--- src/rtl/sprite_line_renderer_pkg.sv ---
// Shared sprite geometry constants and the fill-sequencer state type.
package sprite_line_renderer_pkg;

    localparam int unsigned SPR_DIM         = 16;
    localparam int unsigned SPR_PIX_W       = 4;
    localparam int unsigned SPR_MEM_AW      = 12;
    localparam int unsigned LINE_W          = 256;
    localparam logic [3:0]  SPR_TRANSPARENT = 4'd0;

    typedef enum logic [1:0] {
        StIdle,
        StClear,
        StEval,
        StFetch
    } state_e;

endpackage

--- src/rtl/sprite_line_renderer_line_buffer.sv ---
// Ping-pong pair of 256x4 line RAMs: i_sel picks the fill RAM, the other one is displayed.
module sprite_line_renderer_line_buffer
    import sprite_line_renderer_pkg::*;
(
    input  logic                 i_clk,
    input  logic                 i_sel,
    input  logic                 i_we,
    input  logic [7:0]           i_waddr,
    input  logic [SPR_PIX_W-1:0] i_wdata,
    input  logic                 i_rd,
    input  logic [7:0]           i_raddr,
    output logic [SPR_PIX_W-1:0] o_rdata
);

    logic [SPR_PIX_W-1:0] r_mem0 [LINE_W];
    logic [SPR_PIX_W-1:0] r_mem1 [LINE_W];
    logic [SPR_PIX_W-1:0] r_q0;
    logic [SPR_PIX_W-1:0] r_q1;
    logic                 r_rd_sel;

    always_ff @(posedge i_clk) begin
        if (i_we && !i_sel) r_mem0[i_waddr] <= i_wdata;
        if (i_rd)           r_q0 <= r_mem0[i_raddr];
    end

    always_ff @(posedge i_clk) begin
        if (i_we && i_sel) r_mem1[i_waddr] <= i_wdata;
        if (i_rd)          r_q1 <= r_mem1[i_raddr];
    end

    always_ff @(posedge i_clk) begin
        if (i_rd) r_rd_sel <= i_sel;
    end

    // Display side is the RAM that is not being filled.
    assign o_rdata = r_rd_sel ? r_q0 : r_q1;

endmodule

--- src/rtl/sprite_line_renderer.sv ---
// Per-scanline sprite fetch and compositing into ping-pong line buffers.
// Optional horizontal flip is enabled by defining SPRITE_HFLIP_EN.
module sprite_line_renderer
    import sprite_line_renderer_pkg::*;
#(
    parameter int unsigned NUM_SPRITES = 8
) (
    input  logic                     i_clk,
    input  logic                     i_reset,
    input  logic                     i_line_start,
    input  logic [7:0]               i_line_y,
    input  logic [NUM_SPRITES-1:0]   i_spr_en,
    input  logic [8*NUM_SPRITES-1:0] i_spr_x,
    input  logic [8*NUM_SPRITES-1:0] i_spr_y,
    input  logic [4*NUM_SPRITES-1:0] i_spr_img,
`ifdef SPRITE_HFLIP_EN
    input  logic [NUM_SPRITES-1:0]   i_spr_hflip,
`endif
    output logic                     o_mem_ren,
    output logic [SPR_MEM_AW-1:0]    o_mem_raddr,
    input  logic [SPR_PIX_W-1:0]     i_mem_rdata,
    input  logic                     i_pix_rd,
    input  logic [7:0]               i_pix_x,
    output logic [SPR_PIX_W-1:0]     o_pix_color,
    output logic                     o_pix_opaque,
    output logic                     o_busy,
    output logic                     o_done,
    output logic                     o_overrun
);

    logic [7:0]  w_x   [16];
    logic [7:0]  w_y   [16];
    logic [3:0]  w_img [16];
    logic [15:0] w_en;
    logic [15:0] w_flip;

    // Pad slot attributes out to 16 entries so a 4-bit slot index is always in range.
    for (genvar gi = 0; gi < 16; gi++) begin : g_slot
        if (gi < NUM_SPRITES) begin : g_used
            assign w_x[gi]   = i_spr_x[8*gi +: 8];
            assign w_y[gi]   = i_spr_y[8*gi +: 8];
            assign w_img[gi] = i_spr_img[4*gi +: 4];
            assign w_en[gi]  = i_spr_en[gi];
`ifdef SPRITE_HFLIP_EN
            assign w_flip[gi] = i_spr_hflip[gi];
`else
            assign w_flip[gi] = 1'b0;
`endif
        end else begin : g_unused
            assign w_x[gi]    = 8'd0;
            assign w_y[gi]    = 8'd0;
            assign w_img[gi]  = 4'd0;
            assign w_en[gi]   = 1'b0;
            assign w_flip[gi] = 1'b0;
        end
    end

    state_e     r_state, w_state_d;
    logic [3:0] r_slot, w_slot_d;
    logic [7:0] r_cnt, w_cnt_d;
    logic [3:0] r_row, w_row_d;
    logic [7:0] r_line_y;
    logic       r_sel, r_done, r_overrun, r_disp_valid, r_pix_valid;
    logic       r_wb_valid;
    logic [8:0] r_wb_pos;
    logic       w_done_d;

    logic [7:0] w_cur_x, w_cur_y;
    logic [3:0] w_cur_img, w_col, w_mem_col;
    logic [8:0] w_diff;
    logic       w_visible;

    assign w_cur_x   = w_x[r_slot];
    assign w_cur_y   = w_y[r_slot];
    assign w_cur_img = w_img[r_slot];
    assign w_diff    = {1'b0, r_line_y} - {1'b0, w_cur_y};
    assign w_visible = w_en[r_slot] && (r_line_y >= w_cur_y) && (w_diff < 9'(SPR_DIM));
    assign w_col     = r_cnt[3:0];
    assign w_mem_col = w_flip[r_slot] ? ~w_col : w_col;

    assign o_busy = (r_state != StIdle);

    always_comb begin
        w_state_d = r_state;
        w_slot_d  = r_slot;
        w_cnt_d   = r_cnt;
        w_row_d   = r_row;
        w_done_d  = 1'b0;
        if (i_line_start) begin
            w_state_d = StClear;
            w_slot_d  = 4'(NUM_SPRITES - 1);
            w_cnt_d   = 8'd0;
        end else begin
            unique case (r_state)
                StIdle: ;
                StClear: begin
                    w_cnt_d = r_cnt + 8'd1;
                    if (r_cnt == 8'd255) w_state_d = StEval;
                end
                StEval: begin
                    if (w_visible) begin
                        w_row_d   = w_diff[3:0];
                        w_cnt_d   = 8'd0;
                        w_state_d = StFetch;
                    end else if (r_slot == 4'd0) begin
                        w_state_d = StIdle;
                        w_done_d  = 1'b1;
                    end else begin
                        w_slot_d = r_slot - 4'd1;
                    end
                end
                StFetch: begin
                    w_cnt_d = r_cnt + 8'd1;
                    if (w_col == 4'd15) begin
                        w_cnt_d = 8'd0;
                        if (r_slot == 4'd0) begin
                            w_state_d = StIdle;
                            w_done_d  = 1'b1;
                        end else begin
                            w_slot_d  = r_slot - 4'd1;
                            w_state_d = StEval;
                        end
                    end
                end
                default: w_state_d = StIdle;
            endcase
        end
    end

    always_ff @(posedge i_clk) begin
        if (i_reset) begin
            r_state      <= StIdle;
            r_slot       <= 4'd0;
            r_cnt        <= 8'd0;
            r_row        <= 4'd0;
            r_line_y     <= 8'd0;
            r_sel        <= 1'b0;
            r_done       <= 1'b0;
            r_overrun    <= 1'b0;
            r_disp_valid <= 1'b0;
            r_pix_valid  <= 1'b0;
            r_wb_valid   <= 1'b0;
            r_wb_pos     <= 9'd0;
        end else begin
            r_state    <= w_state_d;
            r_slot     <= w_slot_d;
            r_cnt      <= w_cnt_d;
            r_row      <= w_row_d;
            r_done     <= w_done_d;
            r_overrun  <= i_line_start && o_busy;
            r_wb_valid <= (r_state == StFetch) && !i_line_start;
            r_wb_pos   <= {1'b0, w_cur_x} + {5'd0, w_col};
            if (i_line_start) begin
                r_sel    <= ~r_sel;
                r_line_y <= i_line_y;
            end
            if (w_done_d) r_disp_valid <= 1'b1;
            if (i_pix_rd) r_pix_valid <= r_disp_valid;
        end
    end

    assign o_done      = r_done;
    assign o_overrun   = r_overrun;
    assign o_mem_ren   = (r_state == StFetch);
    assign o_mem_raddr = (r_state == StFetch) ? {w_cur_img, r_row, w_mem_col} : 12'd0;

    logic                 w_kill, w_buf_we;
    logic [7:0]           w_buf_waddr;
    logic [SPR_PIX_W-1:0] w_buf_wdata, w_rd_data;

    // An abort drops whatever write would land on the swap edge.
    assign w_kill      = i_line_start && o_busy;
    assign w_buf_we    = !w_kill && ((r_state == StClear) ||
                         (r_wb_valid && (i_mem_rdata != SPR_TRANSPARENT) && !r_wb_pos[8]));
    assign w_buf_waddr = (r_state == StClear) ? r_cnt : r_wb_pos[7:0];
    assign w_buf_wdata = (r_state == StClear) ? SPR_TRANSPARENT : i_mem_rdata;

    sprite_line_renderer_line_buffer u_line_buffer (
        .i_clk   (i_clk),
        .i_sel   (r_sel),
        .i_we    (w_buf_we),
        .i_waddr (w_buf_waddr),
        .i_wdata (w_buf_wdata),
        .i_rd    (i_pix_rd),
        .i_raddr (i_pix_x),
        .o_rdata (w_rd_data)
    );

    assign o_pix_color  = r_pix_valid ? w_rd_data : SPR_TRANSPARENT;
    assign o_pix_opaque = r_pix_valid && (w_rd_data != SPR_TRANSPARENT);

endmodule
--- config.mk ---
export PLATFORM = sky130hd
export DESIGN_NAME = sprite_line_renderer
export DESIGN_NICKNAME = d
export VERILOG_FILES = /design/src/rtl/sprite_line_renderer_pkg.sv /design/src/rtl/sprite_line_renderer_line_buffer.sv /design/src/rtl/sprite_line_renderer.sv
export SDC_FILE = /design/constraint.sdc
export NUM_CORES = 2
export LEC_CHECK = 0
export CAP_MARGIN = 30
export CELL_PAD_IN_SITES_DETAIL_PLACEMENT = 0
export CELL_PAD_IN_SITES_GLOBAL_PLACEMENT = 1
export CORE_MARGIN = 10
export CORE_UTILIZATION = 50
export CTS_CLUSTER_SIZE = 30
export DETAILED_ROUTE_END_ITERATION = 8
export DONT_BUFFER_PORTS = 1
export HOLD_SLACK_MARGIN = 0.1
export PLACE_DENSITY_LB_ADDON = 0.1
export SYNTH_ARGS = -nofsm -noshare
export SYNTH_HDL_FRONTEND = slang
export SYNTH_HIERARCHICAL = 1
export SYNTH_SLANG_ARGS = --single-unit
--- constraint.sdc ---
create_clock -name i_clk -period 18.23 [get_ports i_clk]
set_clock_uncertainty 0.1 [all_clocks]
set_input_delay 3.646 -clock i_clk [delete_from_list [all_inputs] [get_ports i_clk]]
set_output_delay 3.646 -clock i_clk [all_outputs]
set_load 0.005 [all_outputs]
==> results.md <==
- Leak: 0.0293 uW
- 1st-iter DRT viols: 4037
- P_int: 7950 uW
- Row Count: 151
- Switch share: 21.8%
- Root buffer cell: clkbuf_16
- Fin. Hold Viols: 0
- Vias/cell: 6.23
- Port buffer count: 0
- # H-tree levels: 4
- Routed wire length: 214000 um
- Boundary pin count: 213
- Area grow syn2layout: 10.5%
- Worst EP arrival: 4490 ps
- Failing checks: max-slew violations
- # setup viols final: 0
- Register clock-pin slew on the reported worst setup and hold paths: 50 ps
- TritonRoute pass-1 iters: 5
- Max Cap Viol: 0
- Synth warn: 6
- Least-Margin Pin Slew: 1940 ps
- Multi-input gate area: 0.0208 mm^2
- HPWL after DPL: 125000 um
- Avg WL per Cell: 31.1 um
- RSZ-0062 raised after global routing: false
- Slew margin rel.: -29.2%
- Worst path required time: 14480 ps
- Sequential share of power: 52.6%
- Total number of vias: 42.9k
- Area of the mapped netlist: 0.0849 mm^2
- WS Path Type: primary input to output pin
- Post-Route Setup TNS: 0 ps
- Tmin final: 8240 ps
- Cts bufs inserted: 210
- Global route overflow: 0
- Pins Over Slew Limit: 165
- Syn_area_per_cell: 18.9 um^2
- FF+latch count, synth: 2098
- Post-route ant nets: 0
- GRT Overall Usage: 22.8%
- Crit start category: primary input
- Status: finished, violations left
- PwrDens: 108 mW/mm^2
- First-pass GRT wire length: 312000 um
- Die X: 432 um
- Synth top area share: 72.7%
- Sw Pwr: 2220 uW
- Die area: 0.187 mm^2
- Filler Cell Count: 12.9k
- Clock Tree Buf Depth: 3
- Layout Nets: 4700
- Clock power frac: 41.3%
- Initial cell density of the core: 50.2%
- Setup Fix Bufs, Post-CTS: 0
- Hold Buf Count CTS: 0
- Worst hold path class: flop to flop
- EDFF count, synth: 2057
- Register area: 0.0626 mm^2
- Largest net degree at the start of global routing: 611
- Synth cell types: 71
- TritonCTS clock tree: built
- Core ar.: 0.169 mm^2
- Crit. End Element: output pin
- Worst skew pair latency: 830 ps
- # resized after CTS: 0
- Mapped Cells: 4502
- Routability cong.: 0.798
- DRC viols: 0
- Gate power share: 6.1%
- Final period util: 45.2%
- Synth area leaders: edfxtp_1 73%, mux4_2 12%, nor2_1 2.5%
- Max FO, Critical Path: 1
- Peak Freq: 121 MHz
- Final Instance Area: 0.0938 mm^2
- Post-synth top flop: edfxtp_1
- Die Y-Extent: 432 um
- Area leader, netlist: edfxtp_1
- Ys async rst share: 0%
- Clock sinks: 2098
- Vias in the first global route: 44.0k
- Peak VDD IR: 0.113 mV
- Initial antenna violation count: 12
- Proportion of layout cells with a drive suffix above 1: 19.8%
- DP Area: 0.0870 mm^2
- Sequential fraction of the synthesis area: 73.7%
- Mapped Nets: 4715
[logic make-up (layout without fill, tap and decap cells)]
kind of cell	Yosys count	after routing	synth area share (%)
adders and majority gates	21	21	0.327
muxes	724	724	15.6
other	0	10	0
and+or+nand+nor	902	902	4.58
DFF	2098	2098	73.7
AOI/OAI and AO/OA	433	433	3.75
buffers and inverters	318	477	2.01
xor gates and xnor gates	6	6	0.0619
[registers in the layout, summed over array words and instances, names as in the netlist, 2 cells and up]
register	count
u_line_buffer/r_mem0	1024
u_line_buffer/r_mem1	1024
r_wb_pos	9
r_cnt	8
r_line_y	8
r_row	4
r_slot	4
u_line_buffer/r_q0	4
u_line_buffer/r_q1	4
r_state	2
[placed cells by master (no fill, tap or decap), types with 19 or more instances in the layout]
cell type	synthesis	final
clkbuf_1	181	48
and2_1	25	25
mux4_2	469	469
dfxtp_1	41	39
clkinv_1	1	41
edfxtp_1	2057	2057
nand2_1	117	108
mux2i_1	214	214
a211oi_1	42	42
a221oi_1	39	39
clkbuf_16	0	214
nor2_1	572	569
a22oi_1	95	95
nor3_1	31	30
o22ai_1	34	34
nor2b_1	47	37
nand3_1	37	31
buf_4	23	57
o221ai_1	47	47
a21oi_1	64	64
mux2_2	37	37
o21ai_0	31	31
clkinv_2	0	44
nand2b_1	20	19
a22o_1	30	30
ha_1	19	19
[per-stage QoR]
step / hold slack (ps) / cells / util [%] / setup slack, ps / total power, uW
detailed placement: 373 / 6487 / 51.4 / 9990 / 6040
floorplan: 326 / 4502 / - / 5720 / 5900
finish: 384 / 6889 / 55.5 / 9990 / 10200
CTS: 385 / 6873 / 55.4 / 9990 / 10200
global placement: 365 / 6476 / 51.3 / 9960 / 6020
global route: 397 / 6883 / 55.5 / 9970 / 10500
[per-layer routing]
metal / up-vias / track usage, % / wire, um / part of all wire (%)
li1: 18317 / - / - / -
met1: 22829 / 32.5 / 91100 / 43
met2: 1471 / 36.9 / 105000 / 49
met3: 282 / 3.81 / 14000 / 6.5
met4: 0 / 5.66 / 4720 / 2.2
met5: - / 0 / 0 / 0
[worst paths after layout]
path | startpoint | end | slack (ps) | cells after the start
min | r_row[3] | r_row[3] | 380 | 2
min reg2reg | r_row[3] | r_row[3] | 380 | 2
max | i_spr_img[14] | o_mem_raddr[10] | 9990 | 3
max reg2reg | r_state[1] | u_line_buffer/r_mem1[110][0] | 13200 | 8
[cell usage after synthesis (all sizes together) (11+ instances only)]
library cell and instances:
o22ai 34, nand2b 20, ha 19, o221ai 47, a22oi 95, a31oi 11, mux2i 214, clkbuf 181
nor2 572, nor3 31, and2 25, inv 14, a21oi 64, mux2 38, a221oi 39, a211oi 43
buf 122, o21ai 31, nand3 37, edfxtp 2057, a21o 11, nand2 117, a22o 30, mux4 472
dfxtp 41, nor2b 47
[power by group through the flow]
| stage | sequential (uW) | clock [uW] | combinational [uW] |
|---|---|---|---|
| after floorplan | 5490 | 0 | 404 |
| after global placement | 5460 | 0 | 566 |
| after detailed placement | 5460 | 0 | 580 |
| after CTS | 5350 | 4290 | 581 |
| after global routing | 5350 | 4480 | 658 |
| final | 5350 | 4200 | 621 |
[layout make-up]
type | count | share of cell area (%)
clock buffer | 262 | 5.90
timing repair buffer | 76 | 0.928
inverter | 15 | 0.0600
clock inverter | 124 | 1.19
tap | 2218 | 2.96
sequential | 2098 | 66.7
antenna | 10 | 0.0267
multi-input combinational | 2086 | 22.2
[worst max-delay path: stages]
cell and delay [ps]:
mux4_2 480, mux2i_1 260, nor2_1 110
Note: power is estimated with default switching activity, not from simulation.
